[config.mk]
export PLATFORM = sky130hd
export DESIGN_NAME = prog_sequencer
export DESIGN_NICKNAME = d
export VERILOG_FILES = /design/src/rtl/proc_pkg.sv /design/src/rtl/prog_addr_ctr.sv /design/src/rtl/prog_sequencer.sv
export SDC_FILE = /design/constraint.sdc
export NUM_CORES = 1
export LEC_CHECK = 0
export CORE_MARGIN = 2
export CORE_UTILIZATION = 45
export DETAILED_ROUTE_END_ITERATION = 7
export MAX_ROUTING_LAYER = met4
export PLACE_DENSITY_LB_ADDON = 0.3
export SYNTH_ARGS = -nofsm -noshare
export SYNTH_HDL_FRONTEND = slang
export SYNTH_SLANG_ARGS = --single-unit
[constraint.sdc]
create_clock -name clk -period 1.8 [get_ports clk]
set_input_delay 0.27 -clock clk [delete_from_list [all_inputs] [get_ports clk]]
set_output_delay 0.27 -clock clk [all_outputs]
set_load 0.03 [all_outputs]
[src/rtl/proc_pkg.sv]
// Shared definitions for the processor and its program sequencer:
// sequencer state encodings, default sizes and processor opcodes.
package proc_pkg;

  localparam int PROG_DEPTH_DEF = 256;
  localparam int WORD_W_DEF     = 10;
  localparam int PM_ADDR_W      = 8;

  typedef enum logic [2:0] {
    ST_IDLE = 3'd0,
    ST_LOAD = 3'd1,
    ST_FILL = 3'd2,
    ST_RUN  = 3'd3,
    ST_STEP = 3'd4
  } seq_state_t;

  // Processor opcodes (upper four bits of a program word).
  localparam logic [3:0] OP_NOP  = 4'h0;
  localparam logic [3:0] OP_LDI  = 4'h1;
  localparam logic [3:0] OP_ADD  = 4'h2;
  localparam logic [3:0] OP_SUB  = 4'h3;
  localparam logic [3:0] OP_AND  = 4'h4;
  localparam logic [3:0] OP_OR   = 4'h5;
  localparam logic [3:0] OP_JMP  = 4'h6;
  localparam logic [3:0] OP_JZ   = 4'h7;
  localparam logic [3:0] OP_OUT  = 4'h8;
  localparam logic [3:0] OP_HALT = 4'hF;

endpackage

[src/rtl/prog_addr_ctr.sv]
// Program-memory address / fill counter with clear, increment and
// terminal-count flag (count == DEPTH-1).
module prog_addr_ctr #(
  parameter int DEPTH = 256
) (
  input  logic       clk,
  input  logic       reset_n,
  input  logic       i_clr,
  input  logic       i_inc,
  output logic [7:0] o_count,
  output logic       o_tc
);

  localparam logic [7:0] LAST_ADDR = 8'(DEPTH - 1);

  logic [7:0] r_count;

  // Clear has priority over increment; reset clears everything.
  always_ff @(posedge clk) begin
    if (!reset_n) begin
      r_count <= '0;
    end else if (i_clr) begin
      r_count <= '0;
    end else if (i_inc) begin
      r_count <= r_count + 8'd1;
    end
  end

  assign o_count = r_count;
  assign o_tc    = (r_count == LAST_ADDR);

endmodule

[src/rtl/prog_sequencer.sv]
// Program sequencer: downloads a program into program memory (zero-filling
// the unused tail), then gates the processor with run / single-step / halt.
module prog_sequencer
  import proc_pkg::*;
#(
  parameter int PROG_DEPTH = PROG_DEPTH_DEF,
  parameter int WORD_W     = WORD_W_DEF
) (
  input  logic              clk,
  input  logic              reset_n,
  input  logic              load_start,
  input  logic              load_valid,
  input  logic [WORD_W-1:0] load_data,
  input  logic              load_last,
  output logic              load_ready,
  input  logic              run_cmd,
  input  logic              halt_cmd,
  input  logic              step_cmd,
  output logic              pm_we,
  output logic [7:0]        pm_addr,
  output logic [WORD_W-1:0] pm_wdata,
  output logic              core_en,
  output logic              core_restart,
  output logic              load_done,
  output logic [8:0]        word_count,
  output logic [2:0]        state
);

  seq_state_t        r_state;
  logic              r_pm_we;
  logic [7:0]        r_pm_addr;
  logic [WORD_W-1:0] r_pm_wdata;
  logic              r_core_en;
  logic              r_core_restart;
  logic              r_load_done;
  logic              r_done_pend;    // last write issued; load_done next cycle
  logic              r_fresh;        // new program not yet started
  logic              r_restart_wait; // restart pulse issued, core_en follows
  logic [8:0]        r_word_count;

  logic       w_idle;
  logic       w_accept;
  logic       w_go_step;
  logic       w_go_run;
  logic       w_go_load;
  logic       w_ctr_inc;
  logic       w_ctr_tc;
  logic       w_fresh;
  logic [7:0] w_addr;

  assign w_idle    = (r_state == ST_IDLE);
  assign w_accept  = load_valid && (r_state == ST_LOAD);
  assign w_go_step = w_idle && !halt_cmd && step_cmd;
  assign w_go_run  = w_idle && !halt_cmd && !step_cmd && run_cmd;
  assign w_go_load = w_idle && !halt_cmd && !step_cmd && !run_cmd && load_start;
  assign w_ctr_inc = w_accept || (r_state == ST_FILL);
  // The fresh flag is set together with load_done; a start command in that
  // same cycle must still see the program as fresh.
  assign w_fresh   = r_fresh || r_done_pend;

  prog_addr_ctr #(
    .DEPTH(PROG_DEPTH)
  ) u_addr_ctr (
    .clk    (clk),
    .reset_n(reset_n),
    .i_clr  (w_go_load),
    .i_inc  (w_ctr_inc),
    .o_count(w_addr),
    .o_tc   (w_ctr_tc)
  );

  // Sequencer FSM with all outputs registered.
  always_ff @(posedge clk) begin
    if (!reset_n) begin
      r_state        <= ST_IDLE;
      r_pm_we        <= 1'b0;
      r_pm_addr      <= '0;
      r_pm_wdata     <= '0;
      r_core_en      <= 1'b0;
      r_core_restart <= 1'b0;
      r_load_done    <= 1'b0;
      r_done_pend    <= 1'b0;
      r_fresh        <= 1'b0;
      r_restart_wait <= 1'b0;
      r_word_count   <= '0;
    end else begin
      r_pm_we        <= 1'b0;
      r_core_restart <= 1'b0;
      r_load_done    <= r_done_pend;
      r_done_pend    <= 1'b0;
      if (r_done_pend) begin
        r_fresh <= 1'b1;
      end
      case (r_state)
        ST_IDLE: begin
          r_core_en <= 1'b0;
          if (w_go_step || w_go_run) begin
            r_state <= w_go_step ? ST_STEP : ST_RUN;
            if (w_fresh) begin
              r_core_restart <= 1'b1;
              r_restart_wait <= 1'b1;
              r_fresh        <= 1'b0;
            end else begin
              r_core_en <= 1'b1;
            end
          end else if (w_go_load) begin
            r_state      <= ST_LOAD;
            r_word_count <= '0;
          end
        end
        ST_LOAD: begin
          if (w_accept) begin
            r_pm_we      <= 1'b1;
            r_pm_addr    <= w_addr;
            r_pm_wdata   <= load_data;
            r_word_count <= r_word_count + 9'd1;
            // Final address wins over load_last: no fill is needed.
            if (w_ctr_tc) begin
              r_state     <= ST_IDLE;
              r_done_pend <= 1'b1;
            end else if (load_last) begin
              r_state <= ST_FILL;
            end
          end
        end
        ST_FILL: begin
          r_pm_we    <= 1'b1;
          r_pm_addr  <= w_addr;
          r_pm_wdata <= '0;
          if (w_ctr_tc) begin
            r_state     <= ST_IDLE;
            r_done_pend <= 1'b1;
          end
        end
        ST_RUN: begin
          r_restart_wait <= 1'b0;
          if (halt_cmd) begin
            r_state   <= ST_IDLE;
            r_core_en <= 1'b0;
          end else begin
            r_core_en <= 1'b1;
          end
        end
        ST_STEP: begin
          r_restart_wait <= 1'b0;
          if (r_restart_wait && !halt_cmd) begin
            r_core_en <= 1'b1;
          end else begin
            r_core_en <= 1'b0;
            r_state   <= ST_IDLE;
          end
        end
        default: begin
          r_state   <= ST_IDLE;
          r_core_en <= 1'b0;
        end
      endcase
    end
  end

  assign load_ready   = (r_state == ST_LOAD);
  assign pm_we        = r_pm_we;
  assign pm_addr      = r_pm_addr;
  assign pm_wdata     = r_pm_wdata;
  assign core_en      = r_core_en;
  assign core_restart = r_core_restart;
  assign load_done    = r_load_done;
  assign word_count   = r_word_count;
  assign state        = r_state;

endmodule

==> impl_metrics.ini <==
[critical_path]
regToRegEndpoint = word_count[5]
category_of_cells_accounting_for_the_largest_share_of_critical_path_delay = buffers and inverters
startpoint = word_count[2]
timing.critical_path.from_type = register
crit_buf_inv = 1
worst-r2r-setup-slack_ps = 120
worstReg2RegStart = state[0]
timing.critical_path.fanout_max = 7
worstSetupEndpointType = output pin
crit_arrival_ps = 1460
path_class = reg -> out
worst_path_max_delay_cell = clkdlybuf4s50_1
worst_r2r_path_depth = 5
critPathMaxStageDelay_ps = 710
crit_path_cell_trace = clkdlybuf4s50_1
cp.required_ps = 1530

[yosys]
synthArstFlopShare_pct = 0
synth-edff-count = 0
synth.yosys.seq_area_share_pct = 46.8
synth-seq-cells = 45
mapped_cell_area_sq_um = 1930
synth_top_cell_area_share_pct = 46.8
synth_most_common_cell = dfxtp_1
synth.top_cells.by_area = dfxtp_1 (47%), mux2i_1 (6.8%), nor2_1 (5.1%)
netlist_top_cells_count = dfxtp_1 (45), nor2_1 (26), mux2i_1 (13)
synth_warn = 0
synthDistinctLibCells = 46
synthesis.instances = 199
postSynthAreaPerCell_sq_um = 9.68
mappedNetlistNets = 219
synth-main-ff-cell = dfxtp_1
post_synth_top_area_cell = dfxtp_1

[global_routing]
grt_pass1_wl_um = 7650
globalRoute.totalOverflow = 0
grt_pass1_vias = 1665
grtUsageTotal_pct = 20.1
maximum_number_of_pins_on_one_net_before_global_route_repair = 18
grt_antenna_before_repair = 0

[pwr]
net-switching-power_mw = 0.947
power_density_nw_per_um2 = 1050
switching_share_of_power_pct = 32.3
power_report.internal_total_mw = 1.98
comb_power_share_pct = 34.9
cellLeakagePower_nw = 1.03
clockPowerShare_pct = 26.2
worst_ir_drop_on_vdd_v = 0.000585
p_seq_share_pct = 38.9

[cells_and_area]
post_layout_nonfiller_instances = 327
layout-drive-gt1-share_pct = 16.2
insertedDiodeCount = 0
areaGrowthSynthToFinish_pct = 45.1
layout.area.seq_sq_um = 903
fillCellCount = 335
multi_input_comb_area_sq_um = 958
layout.nets = 296

[place]
place.detailed.hpwl_um = 3320
dp_slack_ps = -150
dpl.cell_count = 319
buffer_ports.inserted = 52
globalplace.congestion = 0.879

[hold_path]
whs_path_depth = 1
min-delay-path-class = reg -> reg
worstHoldEndpoint = pm_wdata[4]
hp-start = pm_wdata[4]

[timing]
finalClockSkew_ps = 7.42
timing.setup.tns_ps = 0
worst_pin_slew_ps = 419
finalSetupViolCount = 0
layout_min_cycle_time_ps = 1730
timing.slew.headroom_pct = 72.0
rsz_0062_raised_after_global_routing = no
final_max_slew_viol_count = 0
layout_worst_path_cycle_share_pct = 96.3
worst_slack_ps = 66.9
timing_hold_violations_final = 0
fmax_mhz = 577

[drt]
drt-total-wl_um = 4520
viasPerCell = 5.33
final_antenna_net_count = 0
drt-pass1-iter-count = 4
dr_total_vias = 1744
dr.first_iter.drc_count = 116
drc = 0
post_drt_wl_per_cell_um = 13.8

[flow_run]
drv.max_cap_violation_count = 0

[floorplan]
die_x_um = 69.4
die_area_sq_um = 4820
ios = 53
floorplan.initialDensity_pct = 47.5
floorplan.rows = 23
fp.coreArea_sq_um = 4060
die-height_um = 69.4

[clock_tree]
post_cts_buffers = 0
number_of_buffers_on_the_longest_clock_path = 2
tritoncts_clock_tree = done
cts_root_buf = clkbuf_8
cts.hold.buffers_added = 0
num_clock_sinks = 45
worstSkewPairLatency_ps = 310
cts.htree.levels = 2
numCtsBuffers = 5
clk_pin_slew_ps = 90

[status]
outcome = complete, no violations
[area by class of cell]
class | instances | area share, %
multi-input combinational | 139 | 34.3
timing repair buffer | 80 | 26.5
clock inverter | 2 | 1.39
clock buffer | 6 | 2.60
inverter | 5 | 0.671
tap | 50 | 2.24
sequential | 45 | 32.3
[state kept, by name, summed over array words and instances (netlist names), 3 cells and up]
register,cells
pm_wdata,10
word_count,9
state,3
u_addr_ctr.o_count,8
pm_addr,8
[cell families after synthesis]
| family | Yosys count | synth area share [%] |
|---|---|---|
| compound gates | 46 | 17.6 |
| xor+xnor | 9 | 4.09 |
| fa+ha+maj | 2 | 1.30 |
| buf+inv | 15 | 3.77 |
| flops | 45 | 46.8 |
| mux | 13 | 6.75 |
| simple gates | 69 | 19.7 |
[power groups by stage]
stage | logic [mW] | clock network (mW) | registers, mW
floorplan | 0.490 | 0 | 1.28
global placement | 1.01 | 0 | 1.16
detailed placement | 1.02 | 0 | 1.16
CTS | 1.02 | 0.786 | 1.14
global route | 1.09 | 0.820 | 1.15
finish | 1.02 | 0.766 | 1.14
[layer usage]
layer / track usage (%) / wire [um]
met1: 24.4 / 2100
met2: 32.1 / 2170
met3: 5.67 / 181
met4: 7.19 / 63
met5: - / 0
[repair_timing]
item	in CTS	in global routing
gates cloned	0	0
endpoints found under the setup margin	12	3
gates resized for setup	3	3
[cells in the final DEF (no fill, tap or decap), types with 2 or more instances in the layout]
cell type,netlist,final
a2111oi_0,4,2
a2111oi_1,0,2
a211oi_1,2,2
a21oi_1,10,10
a22o_1,10,10
and2_1,3,3
and3_1,2,2
buf_4,1,27
clkbuf_8,0,5
clkdlybuf4s50_1,0,50
dfxtp_1,45,43
dfxtp_2,0,2
dlygate4sd2_1,0,2
ha_1,2,2
inv_1,5,5
mux2i_1,13,13
nand2_1,10,10
nand3_1,7,7
nand4_1,2,2
nor2_1,26,25
o21ai_0,7,7
o31ai_1,2,2
or3_1,6,6
or4_1,2,2
xnor2_1,8,8
[through the flow]
step / area, sq um / power, mW / util (%) / hold WS (ps)
floorplan: 1930 / 1.77 / - / 347
global placement: 2680 / 2.17 / 66.1 / 462
detailed placement: 2680 / 2.18 / 66.1 / 466
CTS: 2790 / 2.95 / 68.8 / 488
global route: 2800 / 3.06 / 68.9 / 513
finish: 2800 / 2.93 / 68.9 / 485
[how the worst max path moves through the flow]
stage	endpoint	slack [ps]	cells past startpoint
CTS	state[0]	60	1
global placement	word_count[5]	-90	5
detailed placement	word_count[5]	-150	5
finish	word_count[2]	70	1
floorplan	pm_wdata[0]	50	4
global route	word_count[5]	30	5
(Power assumes the default switching activity.)
